### config.mk
export PLATFORM = sky130hd
export DESIGN_NAME = id_ex_stage_flat
export DESIGN_NICKNAME = d
export VERILOG_FILES = /design/src/rtl/id_ex_stage_if.sv /design/src/rtl/id_ex_stage.sv /design/src/flat_wrapper.sv
export SDC_FILE = /design/constraint.sdc
export NUM_CORES = 1
export LEC_CHECK = 0
export CAP_MARGIN = 20
export CORE_MARGIN = 4
export CORE_UTILIZATION = 46
export DETAILED_ROUTE_END_ITERATION = 10
export PLACE_DENSITY_LB_ADDON = 0.1
export SETUP_SLACK_MARGIN = 0.2
export SYNTH_ARGS = -nofsm -noshare
export SYNTH_HDL_FRONTEND = slang
export SYNTH_SLANG_ARGS = --single-unit
### constraint.sdc
create_clock -name clk_87 -period 4.57 [get_ports clk_87]
set_input_delay 0.6855 -clock clk_87 [delete_from_list [all_inputs] [get_ports clk_87]]
set_output_delay 0.6855 -clock clk_87 [all_outputs]
set_load 0.05 [all_outputs]
### src/rtl/id_ex_stage_if.sv
// ID/EX stage bus bundle.
//   slave  : view taken by id_ex_stage (decoded ID fields, bypass sources and
//            flush/hold come in; ALU operands, controls and stall go out).
//   master : view taken by the surrounding pipeline (or a bench).
// Parameters must match those of the id_ex_stage instance using it.
interface id_ex_stage_if #(
  parameter int DATA_WIDTH = 32,
  parameter int REG_ADDR_W = 5,
  parameter int CNT_W      = 16
);
  // ID stage
  logic                  id_valid_87;
  logic [REG_ADDR_W-1:0] id_rs_87;
  logic [REG_ADDR_W-1:0] id_rt_87;
  logic [REG_ADDR_W-1:0] id_rd_87;
  logic [DATA_WIDTH-1:0] id_rs_data_87;
  logic [DATA_WIDTH-1:0] id_rt_data_87;
  logic [DATA_WIDTH-1:0] id_imm_87;
  logic                  id_use_imm_87;
  logic [3:0]            id_alu_op_87;
  logic                  id_reg_write_87;
  logic                  id_mem_read_87;
  logic                  id_mem_write_87;
  // bypass sources
  logic                  mem_reg_write_87;
  logic [REG_ADDR_W-1:0] mem_rd_87;
  logic [DATA_WIDTH-1:0] mem_result_87;
  logic                  wb_reg_write_87;
  logic [REG_ADDR_W-1:0] wb_rd_87;
  logic [DATA_WIDTH-1:0] wb_result_87;
  // pipeline control
  logic                  flush_87;
  logic                  hold_87;
  logic                  stall_87;
  // EX stage
  logic [DATA_WIDTH-1:0] ex_arg_a_87;
  logic [DATA_WIDTH-1:0] ex_arg_b_87;
  logic [3:0]            ex_alu_op_87;
  logic                  ex_alu_en_87;
  logic [DATA_WIDTH-1:0] ex_store_data_87;
  logic [REG_ADDR_W-1:0] ex_rd_87;
  logic                  ex_reg_write_87;
  logic                  ex_mem_read_87;
  logic                  ex_mem_write_87;
  logic [CNT_W-1:0]      stall_cnt_87;

  modport slave (
    input  id_valid_87, id_rs_87, id_rt_87, id_rd_87, id_rs_data_87, id_rt_data_87,
           id_imm_87, id_use_imm_87, id_alu_op_87, id_reg_write_87, id_mem_read_87,
           id_mem_write_87, mem_reg_write_87, mem_rd_87, mem_result_87,
           wb_reg_write_87, wb_rd_87, wb_result_87, flush_87, hold_87,
    output stall_87, ex_arg_a_87, ex_arg_b_87, ex_alu_op_87, ex_alu_en_87,
           ex_store_data_87, ex_rd_87, ex_reg_write_87, ex_mem_read_87,
           ex_mem_write_87, stall_cnt_87
  );

  modport master (
    output id_valid_87, id_rs_87, id_rt_87, id_rd_87, id_rs_data_87, id_rt_data_87,
           id_imm_87, id_use_imm_87, id_alu_op_87, id_reg_write_87, id_mem_read_87,
           id_mem_write_87, mem_reg_write_87, mem_rd_87, mem_result_87,
           wb_reg_write_87, wb_rd_87, wb_result_87, flush_87, hold_87,
    input  stall_87, ex_arg_a_87, ex_arg_b_87, ex_alu_op_87, ex_alu_en_87,
           ex_store_data_87, ex_rd_87, ex_reg_write_87, ex_mem_read_87,
           ex_mem_write_87, stall_cnt_87
  );
endinterface

### src/rtl/id_ex_stage.sv
// ID/EX pipeline register feeding the ALU.
//   clk_87 / rst_87 : clock, synchronous active-high reset.
//   bus (slave)     : ID fields in, EX/MEM + MEM/WB bypass in, flush/hold in;
//                     forwarded ALU operands, registered controls, load-use
//                     stall and saturating stall counter out.
// Register update priority: reset > flush > hold > load-use stall > load.
module id_ex_stage #(
  parameter int DATA_WIDTH = 32,
  parameter int REG_ADDR_W = 5,
  parameter int CNT_W      = 16
) (
  input  logic          clk_87,
  input  logic          rst_87,
  id_ex_stage_if.slave  bus
);

  typedef struct packed {
    logic                  valid;
    logic [REG_ADDR_W-1:0] rs;
    logic [REG_ADDR_W-1:0] rt;
    logic [REG_ADDR_W-1:0] rd;
    logic [DATA_WIDTH-1:0] rs_data;
    logic [DATA_WIDTH-1:0] rt_data;
    logic [DATA_WIDTH-1:0] imm;
    logic                  use_imm;
    logic [3:0]            alu_op;
    logic                  reg_write;
    logic                  mem_read;
    logic                  mem_write;
  } ex_t;

  ex_t              ex_q, ex_d;
  logic [CNT_W-1:0] stall_cnt_q, stall_cnt_d;
  logic             stall;

  // EX/MEM wins over MEM/WB; r0 is never bypassed.
  function automatic logic [DATA_WIDTH-1:0] fwd(
    input logic [REG_ADDR_W-1:0] src,
    input logic [DATA_WIDTH-1:0] captured
  );
    if (bus.mem_reg_write_87 && bus.mem_rd_87 != '0 && bus.mem_rd_87 == src)
      return bus.mem_result_87;
    else if (bus.wb_reg_write_87 && bus.wb_rd_87 != '0 && bus.wb_rd_87 == src)
      return bus.wb_result_87;
    else
      return captured;
  endfunction

  always_comb begin
    // rt only matters when it is actually read: as ALU operand or store data.
    stall = ex_q.valid && ex_q.mem_read && (ex_q.rd != '0) && bus.id_valid_87 &&
            ((bus.id_rs_87 == ex_q.rd) ||
             ((bus.id_rt_87 == ex_q.rd) && (!bus.id_use_imm_87 || bus.id_mem_write_87))) &&
            !bus.flush_87 && !bus.hold_87;

    ex_d = ex_q;
    if (bus.flush_87 || (!bus.hold_87 && stall)) begin
      // bubble: datapath fields left as-is, only valid/controls cleared
      ex_d.valid     = 1'b0;
      ex_d.reg_write = 1'b0;
      ex_d.mem_read  = 1'b0;
      ex_d.mem_write = 1'b0;
    end else if (!bus.hold_87) begin
      ex_d.valid     = bus.id_valid_87;
      ex_d.rs        = bus.id_rs_87;
      ex_d.rt        = bus.id_rt_87;
      ex_d.rd        = bus.id_rd_87;
      ex_d.rs_data   = bus.id_rs_data_87;
      ex_d.rt_data   = bus.id_rt_data_87;
      ex_d.imm       = bus.id_imm_87;
      ex_d.use_imm   = bus.id_use_imm_87;
      ex_d.alu_op    = bus.id_alu_op_87;
      ex_d.reg_write = bus.id_reg_write_87 & bus.id_valid_87;
      ex_d.mem_read  = bus.id_mem_read_87  & bus.id_valid_87;
      ex_d.mem_write = bus.id_mem_write_87 & bus.id_valid_87;
    end

    // Counts bubbles that displace a real instruction. A flush that coincides
    // with hold still kills the ID instruction, so it counts too; stall is
    // already forced low under hold.
    stall_cnt_d = stall_cnt_q;
    if (((bus.flush_87 && bus.id_valid_87) || stall) && stall_cnt_q != '1)
      stall_cnt_d = stall_cnt_q + 1'b1;
  end

  always_ff @(posedge clk_87) begin
    if (rst_87) begin
      ex_q        <= '0;
      stall_cnt_q <= '0;
    end else begin
      ex_q        <= ex_d;
      stall_cnt_q <= stall_cnt_d;
    end
  end

  logic [DATA_WIDTH-1:0] rt_fwd;
  assign rt_fwd = fwd(ex_q.rt, ex_q.rt_data);

  assign bus.stall_87         = stall;
  assign bus.ex_arg_a_87      = fwd(ex_q.rs, ex_q.rs_data);
  assign bus.ex_arg_b_87      = ex_q.use_imm ? ex_q.imm : rt_fwd;
  assign bus.ex_store_data_87 = rt_fwd;
  assign bus.ex_alu_op_87     = ex_q.alu_op;
  assign bus.ex_alu_en_87     = ex_q.valid;
  assign bus.ex_rd_87         = ex_q.rd;
  assign bus.ex_reg_write_87  = ex_q.reg_write & ex_q.valid;
  assign bus.ex_mem_read_87   = ex_q.mem_read  & ex_q.valid;
  assign bus.ex_mem_write_87  = ex_q.mem_write & ex_q.valid;
  assign bus.stall_cnt_87     = stall_cnt_q;

endmodule

### src/flat_wrapper.sv
// flat-port wrapper written by rule: the top's interface ports become plain ports
module id_ex_stage_flat 
#(
  parameter int DATA_WIDTH = 32,
  parameter int REG_ADDR_W = 5,
  parameter int CNT_W      = 16
)
  (clk_87, rst_87, bus_id_valid_87, bus_id_rs_87, bus_id_rt_87, bus_id_rd_87, bus_id_rs_data_87, bus_id_rt_data_87, bus_id_imm_87, bus_id_use_imm_87, bus_id_alu_op_87, bus_id_reg_write_87, bus_id_mem_read_87, bus_id_mem_write_87, bus_mem_reg_write_87, bus_mem_rd_87, bus_mem_result_87, bus_wb_reg_write_87, bus_wb_rd_87, bus_wb_result_87, bus_flush_87, bus_hold_87, bus_stall_87, bus_ex_arg_a_87, bus_ex_arg_b_87, bus_ex_alu_op_87, bus_ex_alu_en_87, bus_ex_store_data_87, bus_ex_rd_87, bus_ex_reg_write_87, bus_ex_mem_read_87, bus_ex_mem_write_87, bus_stall_cnt_87);
  id_ex_stage_if #(.DATA_WIDTH(DATA_WIDTH), .REG_ADDR_W(REG_ADDR_W), .CNT_W(CNT_W)) bus_i ();
  input  logic clk_87;
  input  logic rst_87;
  input wire logic [$bits(bus_i.id_valid_87)-1:0] bus_id_valid_87;
  input wire logic [$bits(bus_i.id_rs_87)-1:0] bus_id_rs_87;
  input wire logic [$bits(bus_i.id_rt_87)-1:0] bus_id_rt_87;
  input wire logic [$bits(bus_i.id_rd_87)-1:0] bus_id_rd_87;
  input wire logic [$bits(bus_i.id_rs_data_87)-1:0] bus_id_rs_data_87;
  input wire logic [$bits(bus_i.id_rt_data_87)-1:0] bus_id_rt_data_87;
  input wire logic [$bits(bus_i.id_imm_87)-1:0] bus_id_imm_87;
  input wire logic [$bits(bus_i.id_use_imm_87)-1:0] bus_id_use_imm_87;
  input wire logic [$bits(bus_i.id_alu_op_87)-1:0] bus_id_alu_op_87;
  input wire logic [$bits(bus_i.id_reg_write_87)-1:0] bus_id_reg_write_87;
  input wire logic [$bits(bus_i.id_mem_read_87)-1:0] bus_id_mem_read_87;
  input wire logic [$bits(bus_i.id_mem_write_87)-1:0] bus_id_mem_write_87;
  input wire logic [$bits(bus_i.mem_reg_write_87)-1:0] bus_mem_reg_write_87;
  input wire logic [$bits(bus_i.mem_rd_87)-1:0] bus_mem_rd_87;
  input wire logic [$bits(bus_i.mem_result_87)-1:0] bus_mem_result_87;
  input wire logic [$bits(bus_i.wb_reg_write_87)-1:0] bus_wb_reg_write_87;
  input wire logic [$bits(bus_i.wb_rd_87)-1:0] bus_wb_rd_87;
  input wire logic [$bits(bus_i.wb_result_87)-1:0] bus_wb_result_87;
  input wire logic [$bits(bus_i.flush_87)-1:0] bus_flush_87;
  input wire logic [$bits(bus_i.hold_87)-1:0] bus_hold_87;
  output wire logic [$bits(bus_i.stall_87)-1:0] bus_stall_87;
  output wire logic [$bits(bus_i.ex_arg_a_87)-1:0] bus_ex_arg_a_87;
  output wire logic [$bits(bus_i.ex_arg_b_87)-1:0] bus_ex_arg_b_87;
  output wire logic [$bits(bus_i.ex_alu_op_87)-1:0] bus_ex_alu_op_87;
  output wire logic [$bits(bus_i.ex_alu_en_87)-1:0] bus_ex_alu_en_87;
  output wire logic [$bits(bus_i.ex_store_data_87)-1:0] bus_ex_store_data_87;
  output wire logic [$bits(bus_i.ex_rd_87)-1:0] bus_ex_rd_87;
  output wire logic [$bits(bus_i.ex_reg_write_87)-1:0] bus_ex_reg_write_87;
  output wire logic [$bits(bus_i.ex_mem_read_87)-1:0] bus_ex_mem_read_87;
  output wire logic [$bits(bus_i.ex_mem_write_87)-1:0] bus_ex_mem_write_87;
  output wire logic [$bits(bus_i.stall_cnt_87)-1:0] bus_stall_cnt_87;
  assign bus_i.id_valid_87 = bus_id_valid_87;
  assign bus_i.id_rs_87 = bus_id_rs_87;
  assign bus_i.id_rt_87 = bus_id_rt_87;
  assign bus_i.id_rd_87 = bus_id_rd_87;
  assign bus_i.id_rs_data_87 = bus_id_rs_data_87;
  assign bus_i.id_rt_data_87 = bus_id_rt_data_87;
  assign bus_i.id_imm_87 = bus_id_imm_87;
  assign bus_i.id_use_imm_87 = bus_id_use_imm_87;
  assign bus_i.id_alu_op_87 = bus_id_alu_op_87;
  assign bus_i.id_reg_write_87 = bus_id_reg_write_87;
  assign bus_i.id_mem_read_87 = bus_id_mem_read_87;
  assign bus_i.id_mem_write_87 = bus_id_mem_write_87;
  assign bus_i.mem_reg_write_87 = bus_mem_reg_write_87;
  assign bus_i.mem_rd_87 = bus_mem_rd_87;
  assign bus_i.mem_result_87 = bus_mem_result_87;
  assign bus_i.wb_reg_write_87 = bus_wb_reg_write_87;
  assign bus_i.wb_rd_87 = bus_wb_rd_87;
  assign bus_i.wb_result_87 = bus_wb_result_87;
  assign bus_i.flush_87 = bus_flush_87;
  assign bus_i.hold_87 = bus_hold_87;
  assign bus_stall_87 = bus_i.stall_87;
  assign bus_ex_arg_a_87 = bus_i.ex_arg_a_87;
  assign bus_ex_arg_b_87 = bus_i.ex_arg_b_87;
  assign bus_ex_alu_op_87 = bus_i.ex_alu_op_87;
  assign bus_ex_alu_en_87 = bus_i.ex_alu_en_87;
  assign bus_ex_store_data_87 = bus_i.ex_store_data_87;
  assign bus_ex_rd_87 = bus_i.ex_rd_87;
  assign bus_ex_reg_write_87 = bus_i.ex_reg_write_87;
  assign bus_ex_mem_read_87 = bus_i.ex_mem_read_87;
  assign bus_ex_mem_write_87 = bus_i.ex_mem_write_87;
  assign bus_stall_cnt_87 = bus_i.stall_cnt_87;
  id_ex_stage #(.DATA_WIDTH(DATA_WIDTH), .REG_ADDR_W(REG_ADDR_W), .CNT_W(CNT_W)) u_core (.clk_87(clk_87), .rst_87(rst_87), .bus(bus_i));
endmodule
==> results.yml, run 1 <==
sta:
  tns_ns: 0
  slew_violations: 0
  hold_ws_ns: 0.452
  tightest_slew_ns: 1.05
  maxClockFrequency_mhz: 244
  hold_viol_final: 0
  grt_setup_unrepaired: "no"
  min_period_ns: 4.10
  finalCritPeriodShare: 0.897
  finalSetupViolations: 0
  setup_ws_ns: 0.472
  fin_skew_ns: 0.00673
  relSlewSlack: 0.300
logic_synthesis:
  synth_seq_cells: 136
  yosys_warnings: 0
  syn_inst: 969
  netlist_area_sq_um: 7400
  synthMuxAreaShare: 0.0934
  synthTopCellsByArea: "dfxtp_1, nand2_1, a21oi_1"
  synth-main-ff-cell: "dfxtp_1"
  avgSynthCellArea_sq_um: 7.63
  async_flop_share: 0
  synth_edf_count: 0
  synth_cell_types: 46
  synth_top_area_cell: "dfxtp_1"
  syn-num-nets: 1170
  synthSimpleGateAreaFrac: 0.244
  synth_top_family_by_area: "simple AND/OR/NAND/NOR gates"
  synth_xor_area_frac: 0.0367
  yosysSeqAreaShare: 0.368
  synthAdderAreaFrac: 0.00169
  synth_compound_area_frac: 0.190
  synth_top_area_share: 0.368
setup_path:
  critical_path.cell_chain: "clkdlybuf4s50_1 -> xor2_1 -> nor4_1 -> and3_2 -> buf_12 -> nand2_2 -> a31oi_2 -> mux2_2 -> buf_12"
  reg2reg_depth: 7
  cp_common_cell: "buf_12"
  cp_max_fo: 20
  critPathRequiredTime_ns: 3.88
  worstReg2RegStart: "u_core.bus.ex_rd_87[4]"
  worstReg2RegEnd: "u_core.ex_q[7]"
  critPathCaptureType: "primary output"
  ff2ff_setup_slack_ns: 2.09
  arrival_ns: 3.41
  cpPeakStageDelay_ns: 0.53
  worst_path_max_delay_cell: "and3_2"
  criticalPathCategory: "in2out"
  crit_path_start_kind: "input pin"
floorplanning:
  die_w_um: 135
  coreArea_sq_um: 15800
  die_y_um: 135
  io_pins: 326
  die-area_sq_um: 18200
  start_util: 0.467
  num_rows: 46
clock_tree:
  clk_pin_slew_ns: 0.05
  root_buffer: "clkbuf_16"
  cts_hold_buffers: 0
  insertion_delay_ns: 0.42
  tritoncts: "built"
  clockBufferDepth: 2
  cts-resized-gates: 0
  cts_buffers: 17
  cts_setup_buffers: 0
  clock-sinks: 136
  htreeDepth: 4
global_routing:
  grt_max_degree: 117
  grt_usage: 0.285
  antenna_found_initial: 3
  grt_pass1_vias: 7606
  gr-total-overflow: 0
  grt_pass1_wl_um: 40400
finish:
  area_growth_syn_to_layout_pct: 58.9
  multiInputGateArea_sq_um: 4220
  seq_area_sq_um: 2720
  final_area_sq_um: 11800
  final_common_cell: "nand2_1"
  drive_gt1_frac: 0.185
  fin_nets: 1446
  final_cell_mix: "nand2_1, clkdlybuf4s50_1, dfxtp_1, a21oi_1, buf_12"
  filler_cell_count: 1245
  fin_cells: 1475
power_and_ir_drop:
  p_leak_uw: 0.00418
  vdd_drop_max_v: 0.000268
  power-per-cell-area_nw_per_um2: 291
worst_hold_path:
  hp-start: "u_core.ex_q[42]"
  holdCritPathClass: "reg2reg"
  hold_path_end: "u_core.ex_q[42]"
  holdPathStages: 2
routing:
  postRouteWirelength_um: 27000
  drt-initial-drc-count: 471
  detail-route-antenna-nets: 0
  dr.pass1.iters: 5
  vias: 7798
  post_drt_wl_per_cell_um: 18.3
  viasPerCell: 5.29
  drc_errors: 0
placement:
  place.gp.congestion: 0.872
  dpl_worst_slack_ns: 0.470
  place_area_sq_um: 11200
  dp_hpwl_um: 19800
  io_buffer_count: 325
  place_inst: 1442
job:
  maxCapViolations: 0
run_status:
  run_status: "finished clean"
Yosys cell counts (all sizes together), types with 2 or more instances:
cell,number
a21oi,131
a22oi,3
o31ai,3
nand2,338
dfxtp,136
xnor2,19
or3,10
xor2,12
o21ai,44
nand4,6
mux2i,33
mux2,32
o221a,2
a31oi,32
o21a,2
buf,45
or4,7
inv,4
and2,3
nand3,10
nor2,49
clkbuf,33
nor4,3
worst max path at each step:
stage	end	start	depth (start not counted)	slack, ns
after floorplan	bus_ex_arg_a_87[10]	bus_wb_rd_87[0]	7	0.75
after CTS	bus_ex_arg_b_87[25]	bus_wb_rd_87[3]	9	0.48
final	bus_ex_arg_b_87[25]	bus_wb_rd_87[3]	9	0.47
after global routing	bus_ex_arg_b_87[0]	bus_wb_rd_87[0]	9	0.39
after global placement	bus_ex_arg_a_87[14]	bus_wb_rd_87[2]	7	0.53
after detailed placement	bus_ex_arg_b_87[25]	bus_wb_rd_87[3]	9	0.47
layer usage:
layer / vias up / global-route usage / share of wire
met5: - / 0 / 0
met4: 0 / 0.124 / 0.033
met3: 55 / 0.0961 / 0.095
met2: 323 / 0.490 / 0.49
met1: 3605 / 0.321 / 0.38
li1: 3815 / - / -
state kept, by name, indices dropped and copies added, names as in the netlist:
register	cells
u_core.bus.ex_rd_87	5
u_core.bus.ex_alu_en_87	1
u_core.bus.stall_cnt_87	16
u_core.ex_q	110
u_core.bus.ex_alu_op_87	4
critical path, delay by kind of cell:
kind	cells	cell delay [ns]
XOR/XNOR	1	0.19
multiplexers	1	0.28
buffers and inverters	3	0.89
AND/OR/NAND/NOR	3	1.06
AO/OA/AOI/OAI	1	0.30
kinds of logic (layout without fill, tap and decap cells):
| group | Yosys count | after routing |
|---|---|---|
| compound gates | 221 | 221 |
| xor+xnor | 31 | 31 |
| fa+ha+maj | 1 | 1 |
| buf+inv | 83 | 370 |
| flops | 136 | 136 |
| mux | 65 | 65 |
| other cells | 0 | 3 |
| simple gates | 432 | 432 |
metrics by stage:
step	util	power [uW]
2_1_floorplan	-	1730
3_3_place_gp	0.708	2190
3_5_place_dp	0.709	2200
4_1_cts	0.742	3440
5_1_grt	0.743	3530
6_report	0.743	3420
power by group:
part           switching, uW  internal [uW]  leakage [uW]
Clock                    494            757      0.000263
Combinational            470            427       0.00281
Sequential              39.9           1240       0.00111
area by class of cell:
class                   count  share of cell area
clock buffers              27              0.0436
flip-flops and latches    136               0.232
well taps                 216              0.0230
diodes                      3            0.000639
clock inverters             3             0.00128
repair buffers            336               0.340
multi-input cells         750               0.359
inverters                   4             0.00128
Power figures use the tool's default switching activity.
==> run 2, diff against run 1 <==
--- a/config.mk
+++ b/config.mk
@@ -6,8 +6,10 @@
 export NUM_CORES = 1
 export LEC_CHECK = 0
 export CAP_MARGIN = 20
+export CORE_ASPECT_RATIO = 0.5
 export CORE_MARGIN = 4
-export CORE_UTILIZATION = 46
+export CORE_UTILIZATION = 47
+export CTS_BUF_LIST = sky130_fd_sc_hd__clkbuf_8
 export DETAILED_ROUTE_END_ITERATION = 10
 export PLACE_DENSITY_LB_ADDON = 0.1
 export SETUP_SLACK_MARGIN = 0.2
==> results.yml, run 2 (synthesis gave the netlist of run 1 again) <==
run_status:
  run_status: "finished clean"
setup_path:
  ff2ff_setup_slack_ns: 2.07
  critPathCaptureType: "primary output"
  criticalPathCategory: "in2out"
  arrival_ns: 3.30
  critPathRequiredTime_ns: 3.88
  cp_max_fo: 32
  critical_path.cell_chain: "clkdlybuf4s50_1 -> xor2_1 -> nor3_1 -> and4_2 -> mux2i_1 -> o21ai_0 -> buf_12"
  crit_path_start_kind: "input pin"
  worst_path_max_delay_cell: "and4_2"
  cpPeakStageDelay_ns: 1.02
  reg2reg_depth: 7
routing:
  detail-route-antenna-nets: 0
  postRouteWirelength_um: 25400
  vias: 7756
  post_drt_wl_per_cell_um: 17.4
  dr.pass1.iters: 5
  drt-initial-drc-count: 420
  drc_errors: 0
  viasPerCell: 5.31
job:
  maxCapViolations: 0
finish:
  fin_nets: 1446
  n_antenna_cell: 0
  filler_cell_count: 1166
  largest_register_ffs: 110
  fin_cells: 1462
  final_cell_mix: "nand2_1, clkdlybuf4s50_1, dfxtp_1, a21oi_1, buf_12"
  area_growth_syn_to_layout_pct: 56.7
  final_area_sq_um: 11600
  drive_gt1_frac: 0.188
  final_common_cell: "nand2_1"
  top_register: "u_core.ex_q"
clock_tree:
  tritoncts: "built"
  cts_setup_buffers: 0
  cts-resized-gates: 0
  clk_pin_slew_ns: 0.08
  insertion_delay_ns: 0.43
  root_buffer: "clkbuf_8"
  clock-sinks: 136
  clockBufferDepth: 2
  cts_hold_buffers: 0
  htreeDepth: 4
  cts_buffers: 17
sta:
  tns_ns: 0
  maxClockFrequency_mhz: 251
  tightest_slew_ns: 1.13
  grt_setup_unrepaired: "no"
  relSlewSlack: 0.249
  hold_ws_ns: 0.454
  hold_viol_final: 0
  fin_skew_ns: 0.0111
  slew_violations: 0
  min_period_ns: 3.99
  finalSetupViolations: 0
  setup_ws_ns: 0.580
  finalCritPeriodShare: 0.873
placement:
  dpl_worst_slack_ns: 0.573
  io_buffer_count: 325
  dp_hpwl_um: 18500
  place_inst: 1429
  place.gp.congestion: 0.868
  place_area_sq_um: 11200
floorplanning:
  die_w_um: 185
  io_pins: 326
  num_rows: 32
  coreArea_sq_um: 15400
  start_util: 0.480
  die_y_um: 96.7
  die-area_sq_um: 17900
global_routing:
  grt_pass1_vias: 7583
  antenna_found_initial: 0
  gr-total-overflow: 0
  grt_max_degree: 106
  grt_usage: 0.274
  grt_pass1_wl_um: 39800
power_and_ir_drop:
  power-per-cell-area_nw_per_um2: 272
  vdd_drop_max_v: 0.000152
  p_leak_uw: 0.00411
worst_hold_path:
  holdPathStages: 2
  holdCritPathClass: "reg2reg"
==> run 2: cell count changes in the layout (fill, tap and decap cells not counted), moves of 3 or more <==
cell / before / now
clkbuf_1: 5 / 0
inv_6: 0 / 3
diode_2: 3 / 0
clkbuf_16: 17 / 0
clkinvlp_4: 0 / 4
clkbuf_8: 5 / 17
==> run 2: routing by layer <==
| layer | track usage | share of wire | vias to the layer above |
|---|---|---|---|
| met2 | 0.482 | 0.50 | 254 |
| met3 | 0.0699 | 0.072 | 45 |
| met5 | 0 | 0 | - |
| met1 | 0.329 | 0.40 | 3640 |
| li1 | - | - | 3817 |
| met4 | 0.0800 | 0.026 | 0 |
==> run 2: area by class of cell <==
class,count,area [sq um],area share
multi-input cells,750,4210,0.363
repair buffers,336,4000,0.345
flip-flops and latches,136,2720,0.235
well taps,204,255,0.0220
clock buffers,17,234,0.0202
clock inverters,15,153,0.0132
inverters,4,15.0,0.00130
==> run 2: through the flow <==
step                      total power, uW   util
after CTS                            3170  0.750
final                                3160  0.752
after global placement               2180  0.725
after global routing                 3280  0.752
after floorplan                      1730      -
after detailed placement             2200  0.725
==> run 2: path summary, 6_finish.rpt <==
kind / start / end
max: bus_wb_rd_87[2] / bus_ex_arg_a_87[26]
min: u_core.ex_q[13] / u_core.ex_q[13]
max reg2reg: u_core.bus.ex_rd_87[4] / u_core.ex_q[57]
min reg2reg: u_core.ex_q[13] / u_core.ex_q[13]
==> run 2: critical path, delay by kind of cell <==
kind | cells | cell delay, ns
and+or+nand+nor | 2 | 1.19
buffers and inverters | 2 | 0.68
AOI/OAI and AO/OA | 1 | 0.36
muxes | 1 | 0.19
xor gates and xnor gates | 1 | 0.18
==> run 2: power breakdown <==
| part | switching, uW | internal [uW] | total [uW] | leakage [uW] |
|---|---|---|---|---|
| combinational | 466 | 435 | 900 | 0.00281 |
| clock | 500 | 486 | 986 | 0.000190 |
| sequential | 38.3 | 1230 | 1270 | 0.00111 |
| total | 1000 | 2150 | 3160 | 0.00411 |
